## src/rtl/gcm_aes_job_sched.sv

```systemverilog
// Round-robin job scheduler in front of a single GCM-AES core.
// Grants one requester at a time, latches its job descriptor and walks its
// input stream through the key / IV / AAD / payload phases, then waits for
// the core's tag (or a timeout) and reports it with the requester index.
module gcm_aes_job_sched #(
    parameter  int NUM_REQ     = 4,
    parameter  int LEN_W       = 16,
    parameter  int KEY_BEATS   = 1,
    parameter  int TAG_TIMEOUT = 1024,
    localparam int ID_W        = $clog2(NUM_REQ)
) (
    input  logic                     ACLK,
    input  logic                     ARESET,
    input  logic [NUM_REQ-1:0]       req_valid,
    output logic [NUM_REQ-1:0]       req_ready,
    input  logic [NUM_REQ-1:0]       req_decrypt,
    input  logic [NUM_REQ*LEN_W-1:0] req_aad_blocks,
    input  logic [NUM_REQ*LEN_W-1:0] req_pt_blocks,
    output logic [NUM_REQ-1:0]       gnt,
    input  logic [NUM_REQ-1:0]       s_tvalid,
    input  logic [NUM_REQ*128-1:0]   s_tdata,
    output logic [NUM_REQ-1:0]       s_tready,
    output logic                     core_in_valid,
    output logic [127:0]             core_in_data,
    output logic [1:0]               core_in_phase,
    output logic                     core_in_last,
    input  logic                     core_in_ready,
    output logic                     core_decrypt,
    input  logic                     core_tag_valid,
    input  logic [127:0]             core_tag,
    output logic                     tag_valid,
    output logic [127:0]             tag_data,
    output logic [ID_W-1:0]          tag_id,
    output logic                     tag_err
);

    localparam int TO_W = $clog2(TAG_TIMEOUT + 1);

    typedef enum logic [2:0] {S_IDLE, S_KEY, S_IV, S_AAD, S_PT, S_TAG} state_t;

    state_t             state_q;
    logic [ID_W-1:0]    rr_q;
    logic [ID_W-1:0]    win_q;
    logic               dec_q;
    logic [LEN_W-1:0]   aad_q;
    logic [LEN_W-1:0]   pt_q;
    logic [LEN_W-1:0]   beat_q;
    logic [TO_W-1:0]    to_q;
    logic [NUM_REQ-1:0] gnt_q;
    logic [NUM_REQ-1:0] req_ready_q;
    logic               tag_valid_q;
    logic [127:0]       tag_data_q;
    logic [ID_W-1:0]    tag_id_q;
    logic               tag_err_q;

    logic               pick_vld;
    logic [ID_W-1:0]    pick_idx;
    logic               streaming;
    logic [LEN_W-1:0]   phase_beats;
    logic [1:0]         phase_code;
    state_t             adv_state_d;
    logic               beat_last;
    logic               xfer;

    // Round-robin pick: first requesting index at or above the rr pointer, wrapping.
    always_comb begin
        // NOTE: every always_comb output gets a default first so no path leaves it unassigned (no latch).
        pick_vld = 1'b0;
        pick_idx = '0;
        // Scan from the farthest offset down so the nearest requester is the last (winning) assignment.
        for (int i = NUM_REQ - 1; i >= 0; i--) begin
            if (req_valid[(int'(rr_q) + i) % NUM_REQ]) begin
                pick_vld = 1'b1;
                pick_idx = ID_W'((int'(rr_q) + i) % NUM_REQ);
            end
        end
    end

    // Per-phase beat count, phase code and the phase that follows (skipping empty AAD/payload).
    always_comb begin
        streaming   = 1'b0;
        phase_beats = '0;
        phase_code  = 2'd0;
        adv_state_d = S_TAG;
        case (state_q)
            S_KEY: begin
                streaming   = 1'b1;
                phase_beats = LEN_W'(KEY_BEATS);
                phase_code  = 2'd0;
                adv_state_d = S_IV;
            end
            S_IV: begin
                streaming   = 1'b1;
                phase_beats = LEN_W'(1);
                phase_code  = 2'd1;
                adv_state_d = (aad_q != '0) ? S_AAD : ((pt_q != '0) ? S_PT : S_TAG);
            end
            S_AAD: begin
                streaming   = 1'b1;
                phase_beats = aad_q;
                phase_code  = 2'd2;
                adv_state_d = (pt_q != '0) ? S_PT : S_TAG;
            end
            S_PT: begin
                streaming   = 1'b1;
                phase_beats = pt_q;
                phase_code  = 2'd3;
                adv_state_d = S_TAG;
            end
            default: ;
        endcase
    end

    assign beat_last = streaming && (beat_q == phase_beats - 1'b1);
    assign xfer      = streaming && s_tvalid[win_q] && core_in_ready;

    // Stream mux: only the granted requester sees core_in_ready; everything is quiet outside streaming phases.
    always_comb begin
        core_in_valid = streaming && s_tvalid[win_q];
        core_in_data  = streaming ? s_tdata[win_q*128 +: 128] : '0;
        core_in_phase = streaming ? phase_code : 2'd0;
        core_in_last  = beat_last;
        s_tready      = '0;
        if (streaming) s_tready[win_q] = core_in_ready;
    end

    // Job FSM: arbitration, phase sequencing, tag wait / timeout and the registered outputs.
    always_ff @(posedge ACLK) begin
        if (ARESET) begin
            // NOTE: sequential state uses non-blocking assignments only, so every register sees pre-edge values.
            state_q     <= S_IDLE;
            rr_q        <= '0;
            win_q       <= '0;
            dec_q       <= 1'b0;
            aad_q       <= '0;
            pt_q        <= '0;
            beat_q      <= '0;
            to_q        <= '0;
            gnt_q       <= '0;
            req_ready_q <= '0;
            tag_valid_q <= 1'b0;
            tag_data_q  <= '0;
            tag_id_q    <= '0;
            tag_err_q   <= 1'b0;
        end else begin
            req_ready_q <= '0;
            tag_valid_q <= 1'b0;
            tag_data_q  <= '0;
            tag_id_q    <= '0;
            tag_err_q   <= 1'b0;
            case (state_q)
                S_IDLE: begin
                    if (pick_vld) begin
                        state_q     <= S_KEY;
                        win_q       <= pick_idx;
                        rr_q        <= (pick_idx == ID_W'(NUM_REQ - 1)) ? '0 : pick_idx + 1'b1;
                        dec_q       <= req_decrypt[pick_idx];
                        aad_q       <= req_aad_blocks[pick_idx*LEN_W +: LEN_W];
                        pt_q        <= req_pt_blocks[pick_idx*LEN_W +: LEN_W];
                        gnt_q       <= NUM_REQ'(1) << pick_idx;
                        req_ready_q <= NUM_REQ'(1) << pick_idx;
                        beat_q      <= '0;
                        to_q        <= '0;
                    end
                end
                S_KEY, S_IV, S_AAD, S_PT: begin
                    if (xfer) begin
                        if (beat_last) begin
                            beat_q  <= '0;
                            to_q    <= '0;
                            state_q <= adv_state_d;
                        end else begin
                            beat_q <= beat_q + 1'b1;
                        end
                    end
                end
                S_TAG: begin
                    // A tag that arrives on the expiry cycle takes priority over the timeout.
                    if (core_tag_valid || (to_q == TO_W'(TAG_TIMEOUT - 1))) begin
                        tag_valid_q <= 1'b1;
                        tag_data_q  <= core_tag_valid ? core_tag : '0;
                        tag_err_q   <= !core_tag_valid;
                        tag_id_q    <= win_q;
                        state_q     <= S_IDLE;
                        gnt_q       <= '0;
                        dec_q       <= 1'b0;
                        to_q        <= '0;
                    end else begin
                        to_q <= to_q + 1'b1;
                    end
                end
                default: state_q <= S_IDLE;
            endcase
        end
    end

    assign req_ready    = req_ready_q;
    assign gnt          = gnt_q;
    assign core_decrypt = dec_q;
    assign tag_valid    = tag_valid_q;
    assign tag_data     = tag_data_q;
    assign tag_id       = tag_id_q;
    assign tag_err      = tag_err_q;

endmodule

```

## config.mk

```make
export PLATFORM = sky130hd
export DESIGN_NAME = gcm_aes_job_sched
export DESIGN_NICKNAME = d
export VERILOG_FILES = /design/src/rtl/gcm_aes_job_sched.sv
export SDC_FILE = /design/constraint.sdc
export NUM_CORES = 1
export LEC_CHECK = 0
export ABC_CLOCK_PERIOD_IN_PS = 4000
export CAP_MARGIN = 20
export CORE_AREA = 2 2 418 420
export CTS_BUF_LIST = sky130_fd_sc_hd__clkbuf_4
export DETAILED_ROUTE_END_ITERATION = 12
export DIE_AREA = 0 0 420 422
export SYNTH_ARGS = -nofsm -noshare
export SYNTH_HDL_FRONTEND = slang
export SYNTH_SLANG_ARGS = --single-unit
```

## constraint.sdc

```tcl
create_clock -name ACLK -period 4 [get_ports ACLK]
set_input_delay 0.8 -clock ACLK [delete_from_list [all_inputs] [get_ports ACLK]]
set_output_delay 0.8 -clock ACLK [all_outputs]
set_load 0.03 [all_outputs]
```

==> flow_summary.toml, run 1 <==
[synth]
synth_area_um2 = 12450
synth_area_leaders = "dfxtp_1, mux4_2, and2_1"
synth.top_cell.area_share_pct = 33.29
muxShareOfSynthArea_pct = 23.52
synthAdderAreaFrac_pct = 0.7037
yosys.area_share.xor_xnor_pct = 2.604
ys_ff_latch = 207
synth-edff-count = 0
synth_most_common_cell = "and2_1"
synth-compound-area-share_pct = 9.097
synthDistinctLibCells = 58
synth_nets = 2075
ys_warn_count = 0
yosys.area_share.simple_pct = 26.98
async_flop_share_pct = 0
synth_cells = 1284
seq_area_frac_synth_pct = 33.29
synth_common_cells = "and2_1, dfxtp_1, nand2_1"
synth_ff_type = "dfxtp_1"
synth_area_per_cell_um2 = 9.694
synth_top_family_by_area = "simple AND/OR/NAND/NOR gates"
synth_top_area_cell = "dfxtp_1"

[worst_setup_path]
reg2reg_slack_ps = 320
cp.required_ps = 3200
crit_path_start_kind = "flip-flop"
arrival_ps = 3870
path_class = "flip-flop to output port"
crit_fanout = 19
endpoint_kind = "output port"

[sta]
setup_ws_ps = -665.9
period_minus_slack_ps = 4666
drv_slew = 0
fin_setup_tns_ps = -665.9
whs_ps = 375.5
clock.fmax_mhz = 214.3
clock_skew_ps = 151.8
period_share_pct = 116.6
hold_viol_final = 0
slew_headroom_pct = 43.18
grt_setup_unrepaired = "yes"
tightestPinTransition_ps = 852.3
finalSetupViolCount = 1

[floorplan]
die_h_um = 422
ios = 1061
dieArea_um2 = 177200
core_area_um2 = 172900
die_x_um = 420
start_util_pct = 7.200
rows = 153

[status]
status = "complete, but fails checks"
violations = "negative setup slack"

[cts]
cts_made_buffers = 71
cts_buffer_depth = 3
clock-sinks = 207
root_buffer = "clkbuf_4"
clk_latency_ps = 980
clk_pin_slew_worst_paths_ps = 80
cts-htree-levels = 3
cts_tree = "built"
postCtsHoldBufs = 0

[global_route]
grt_pass1_vias = 15640
grt_max_degree = 126
antenna_found_initial = 145
grt-ovfl-total = 0
grt_pass1_wl_um = 163300
gr-usage-all-layers_pct = 14.22

[detailed_routing]
vias = 16012
first_pass_iters = 7
routed_wl_um = 131600
avgRoutedWirePerCell_um = 27.37
drc = 0
first_iter_violations = 1020
via_per_inst = 3.331
antenna_left = 0

[placed_design]
post-place-ws_ps = -139.2
io_buffers = 1060
gp_congestion = 0.9648
dp_hpwl_um = 113700
post-place-cells = 4620

[finish]
synthToLayoutAreaGrowth_pct = 122.9
layout-drive-gt1-share_pct = 17.30
final_nets = 3182
layout.cells.non_filler = 4807

[power]
power_density_nw_per_um2 = 299.6
ir_drop_v = 0.0001856
p_total_w = 0.008313
p_leak_nw = 9.959

[min_path]
hp-class = "input port to flip-flop"

[job]
max-cap-violations = 0
-- critical path, cell delays in order, from the launching register on --
cell       delay, ps
dfxtp_4          370
nor3b_4          240
buf_4            160
buf_4            240
a22oi_1          150
buf_4            170
xnor2_1          170
or4_1            440
o31ai_2          100
o32ai_2          170
a2111oi_4        340
buf_4            180
and2_4           140
buf_8            120
-- cell type report --
type / count / area [um^2]
fillers: 19420 / 145100
repair buffers: 1141 / 11610
multi-input cells: 957 / 8005
flip-flops and latches: 207 / 4160
well taps: 2325 / 2909
clock buffers: 106 / 795.8
clock inverters: 21 / 125.1
diodes: 37 / 92.59
inverters: 13 / 48.80
-- registers in the layout (all words and copies together), names as in the netlist --
register and count:
beat_q 16, req_ready 4, aad_q 16, tag_id 2, tag_data 128, state_q 3
win_q 2, to_q 11, tag_err 1, tag_valid 1, rr_q 2, pt_q 16
core_decrypt 1, gnt 4
-- power by group --
| part | internal [W] | switching [W] | total [W] |
|---|---|---|---|
| sequential | 0.00215 | 0.000118 | 0.00227 |
| combinational | 0.00186 | 0.00173 | 0.00360 |
| clock | 0.00123 | 0.00122 | 0.00245 |
-- stage by stage --
step | utilization, % | cell area, um^2
2_1_floorplan | - | 12450
3_3_place_gp | 15.27 | 26400
3_5_place_dp | 15.27 | 26400
4_1_cts | 15.92 | 27520
5_1_grt | 16.01 | 27670
6_report | 16.05 | 27750
-- cells in the final DEF (no fill, tap or decap), types with 4 or more instances in the layout --
cell	synthesis	routed
nor4_1	15	13
a22oi_2	1	4
nand3_1	14	14
or3_1	7	6
buf_12	0	42
a22oi_1	19	16
nand2b_1	10	10
clkinv_1	1	9
buf_16	0	4
o211ai_1	4	4
a22o_1	4	4
clkbuf_4	0	106
dfxtp_4	0	4
diode_2	0	37
nand2_1	155	154
a311oi_1	40	40
a211oi_1	5	5
xnor2_1	22	20
nand4_1	11	11
nor3b_1	6	5
o21ai_0	7	6
clkinv_2	0	6
and3_1	43	42
dlygate4sd2_1	0	87
dfxtp_1	207	202
a21oi_1	51	51
mux4_2	130	130
nor2_1	78	76
ha_1	7	6
and2_1	262	259
inv_1	11	9
clkdlybuf4s50_1	0	925
buf_4	3	77
nor3_1	8	5
xor2_1	15	15
-- layer usage --
layer	vias to the layer above	wire length [um]	GRT usage, %	part of all wire (%)
met5	-	751	0	0.57
met4	120	2988	2.758	2.3
met3	349	18030	8.615	14
met2	909	63340	24.11	48
met1	7701	46470	15.01	35
li1	6933	-	-	-
-- cells by family after synthesis --
logic type	after synthesis
XOR/XNOR	37
AND/OR/NAND/NOR	627
AO/OA/AOI/OAI	156
flip-flops	207
buffers and inverters	120
multiplexers	130
adder cells (fa/ha/maj)	7
-- worst paths after layout --
path | startpoint | end | depth (start not counted)
max | state_q[1] | core_in_last | 13
min | core_tag[34] | tag_data[34] | 2
max reg2reg | state_q[2] | state_q[0] | 17
min reg2reg | to_q[10] | to_q[10] | 2
-- what timing repair did --
action,in CTS,in global routing
setup buffers,20,4
endpoints found under the setup margin,134,3
pin swaps,11,10
cloned,1,0
resized for setup,110,23
(Power assumes the default switching activity.)
==> run 2: changes to the inputs <==
--- a/config.mk
+++ b/config.mk
@@ -11,6 +11,7 @@
 export CTS_BUF_LIST = sky130_fd_sc_hd__clkbuf_4
 export DETAILED_ROUTE_END_ITERATION = 12
 export DIE_AREA = 0 0 420 422
+export HOLD_SLACK_MARGIN = 0.03
 export SYNTH_ARGS = -nofsm -noshare
 export SYNTH_HDL_FRONTEND = slang
 export SYNTH_SLANG_ARGS = --single-unit
==> results of run 2 <==
Same layout as run 1: the final DEF is identical, and so are final timing and power.
==> run 3: changes to the inputs <==
--- a/config.mk
+++ b/config.mk
@@ -12,6 +12,7 @@
 export DETAILED_ROUTE_END_ITERATION = 12
 export DIE_AREA = 0 0 420 422
 export HOLD_SLACK_MARGIN = 0.03
+export SETUP_SLACK_MARGIN = 0.05
 export SYNTH_ARGS = -nofsm -noshare
 export SYNTH_HDL_FRONTEND = slang
 export SYNTH_SLANG_ARGS = --single-unit
==> flow_summary.toml, run 3 (synthesized netlist as in run 1, its figures left out) <==
[worst_setup_path]
cp-endpoint = "core_in_last"
cp.required_ps = 3200
reg2regPathDepth = 15
endpoint_kind = "output port"
timing.rr.end = "to_q[5]"
regToRegStartpoint = "state_q[2]"
crit_path_start_kind = "flip-flop"
arrival_ps = 3700
reg2reg_slack_ps = 420
critPathLaunch = "state_q[2]"
path_class = "flip-flop to output port"
crit_fanout = 6

[global_route]
gr-usage-all-layers_pct = 14.67
grt-ovfl-total = 0
antenna_found_initial = 166
grt_max_degree = 129
grt_pass1_vias = 16088
grt_pass1_wl_um = 168200

[sta]
slew_headroom_pct = 30.51
clock.fmax_mhz = 222.0
hold_viol_final = 0
grt_setup_unrepaired = "yes"
period_share_pct = 112.6
setup_ws_ps = -503.6
drv_slew = 0
finalSetupViolCount = 100
period_minus_slack_ps = 4504
tightestPinTransition_ps = 1037
clock_skew_ps = 85.96

[cts]
cts_made_buffers = 71
clock-sinks = 207
cts_tree = "built"
root_buffer = "clkbuf_4"
cts-htree-levels = 3
cts_buffer_depth = 3
clk_pin_slew_worst_paths_ps = 70
clk_latency_ps = 920

[floorplan]
rows = 153
dieArea_um2 = 177200
core_area_um2 = 172900
die_h_um = 422
ios = 1061
die_x_um = 420
start_util_pct = 7.200

[finish]
layout.cells.non_filler = 4794
final_cell_mix = "clkdlybuf4s50_1, and2_1, dfxtp_1"
final_common_cell = "clkdlybuf4s50_1"
fillerInstances = 19411
synthToLayoutAreaGrowth_pct = 122.2
stdcell_area_um2 = 27660
final_nets = 3177
layout-drive-gt1-share_pct = 16.19
largest_reg_flops = 128
multi_input_area_um2 = 8030
regArea_um2 = 4158

[min_path]
hp-class = "input port to flip-flop"
min_path_cells = 2

[power]
power_density_nw_per_um2 = 298.1
p_leak_nw = 9.478
ir_drop_v = 0.0001674
p_total_w = 0.008245

[placed_design]
placed_area_um2 = 26440
io_buffers = 1060
dp_hpwl_um = 117700
gp_congestion = 1.003
post-place-cells = 4628

[detailed_routing]
routed_wl_um = 134800
antenna_left = 0
drc = 0
first_pass_iters = 5
via_per_inst = 3.386
avgRoutedWirePerCell_um = 28.11
first_iter_violations = 1040
vias = 16234

[status]
status = "complete, but fails checks"
violations = "negative setup slack"

[job]
max-cap-violations = 0
==> run 3: cell types whose count changed in the layout (fill, tap and decap cells not counted), moves of 3 or more <==
cell,change
buf_4,-7
clkdlybuf4s50_1,+99
diode_2,+4
dlygate4sd2_1,-87
clkbuf_4,-11
buf_12,-6
buf_16,-4
clkinv_4,+3
==> run 3: how the worst min path moves through the flow <==
stage | endpoint | slack [ps] | start
final | tag_data[4] | 440 | core_tag[4]
after global routing | tag_data[95] | 290 | core_tag[95]
after CTS | tag_data[95] | 220 | core_tag[95]
after detailed placement | to_q[10] | 460 | to_q[10]
after global placement | to_q[10] | 440 | to_q[10]
after floorplan | to_q[10] | 430 | to_q[10]
==> run 3: critical path, cell delays in order, from the launching register on <==
cell,delay [ps]
dfxtp_4,360
nor3b_4,170
a22oi_2,250
ha_4,180
inv_4,40
a221oi_4,250
nand4_2,160
or3_1,330
o31ai_1,230
nand4_1,210
a2111oi_4,230
buf_4,170
and2_4,140
buf_6,130
==> run 3: cell type report <==
class	count	share of cell area, %
tap	2325	10.52
clock buffer	95	2.579
multi-input combinational	957	29.03
inverter	13	0.1855
sequential	207	15.03
clock inverter	20	0.4026
antenna	41	0.3710
timing repair buffer	1136	41.88
==> run 3: power breakdown <==
group | switching (W) | internal [W] | leakage (nW)
sequential | 0.000139 | 0.00215 | 1.68
combinational | 0.00177 | 0.00190 | 7.31
clock | 0.00118 | 0.00110 | 0.492
total | 0.00309 | 0.00516 | 9.48
==> run 3: per-stage QoR <==
| step | util [%] | hold WS [ps] | TNS (ps) | setup WS [ps] |
|---|---|---|---|---|
| floorplan | - | 427.2 | 0 | 62.24 |
| global placement | 15.29 | 441.6 | -84.10 | -84.10 |
| detailed placement | 15.29 | 455.5 | 0 | 35.07 |
| CTS | 15.92 | 215.9 | -50420 | -731.4 |
| global route | 15.95 | 286.9 | -51680 | -771.5 |
| finish | 16.00 | 437.7 | -23190 | -503.6 |
==> run 3: per-layer routing <==
| layer | part of all wire (%) | global-route usage (%) | up-vias | wire (um) |
|---|---|---|---|---|
| met4 | 2.8 | 3.801 | 108 | 3799 |
| li1 | - | - | 6923 | - |
| met2 | 48 | 24.68 | 1000 | 64710 |
| met3 | 14 | 8.633 | 333 | 18430 |
| met5 | 0.49 | 0 | - | 667 |
| met1 | 35 | 15.45 | 7870 | 47140 |
==> run 3: timing repair <==
action / in CTS / in global routing
buffers inserted: 9 / 0
cloned: 1 / 0
gates resized for setup: 32 / 8
setup endpoints to repair: 122 / 134
hold buffers: 0 / 0
pin swaps: 10 / 8
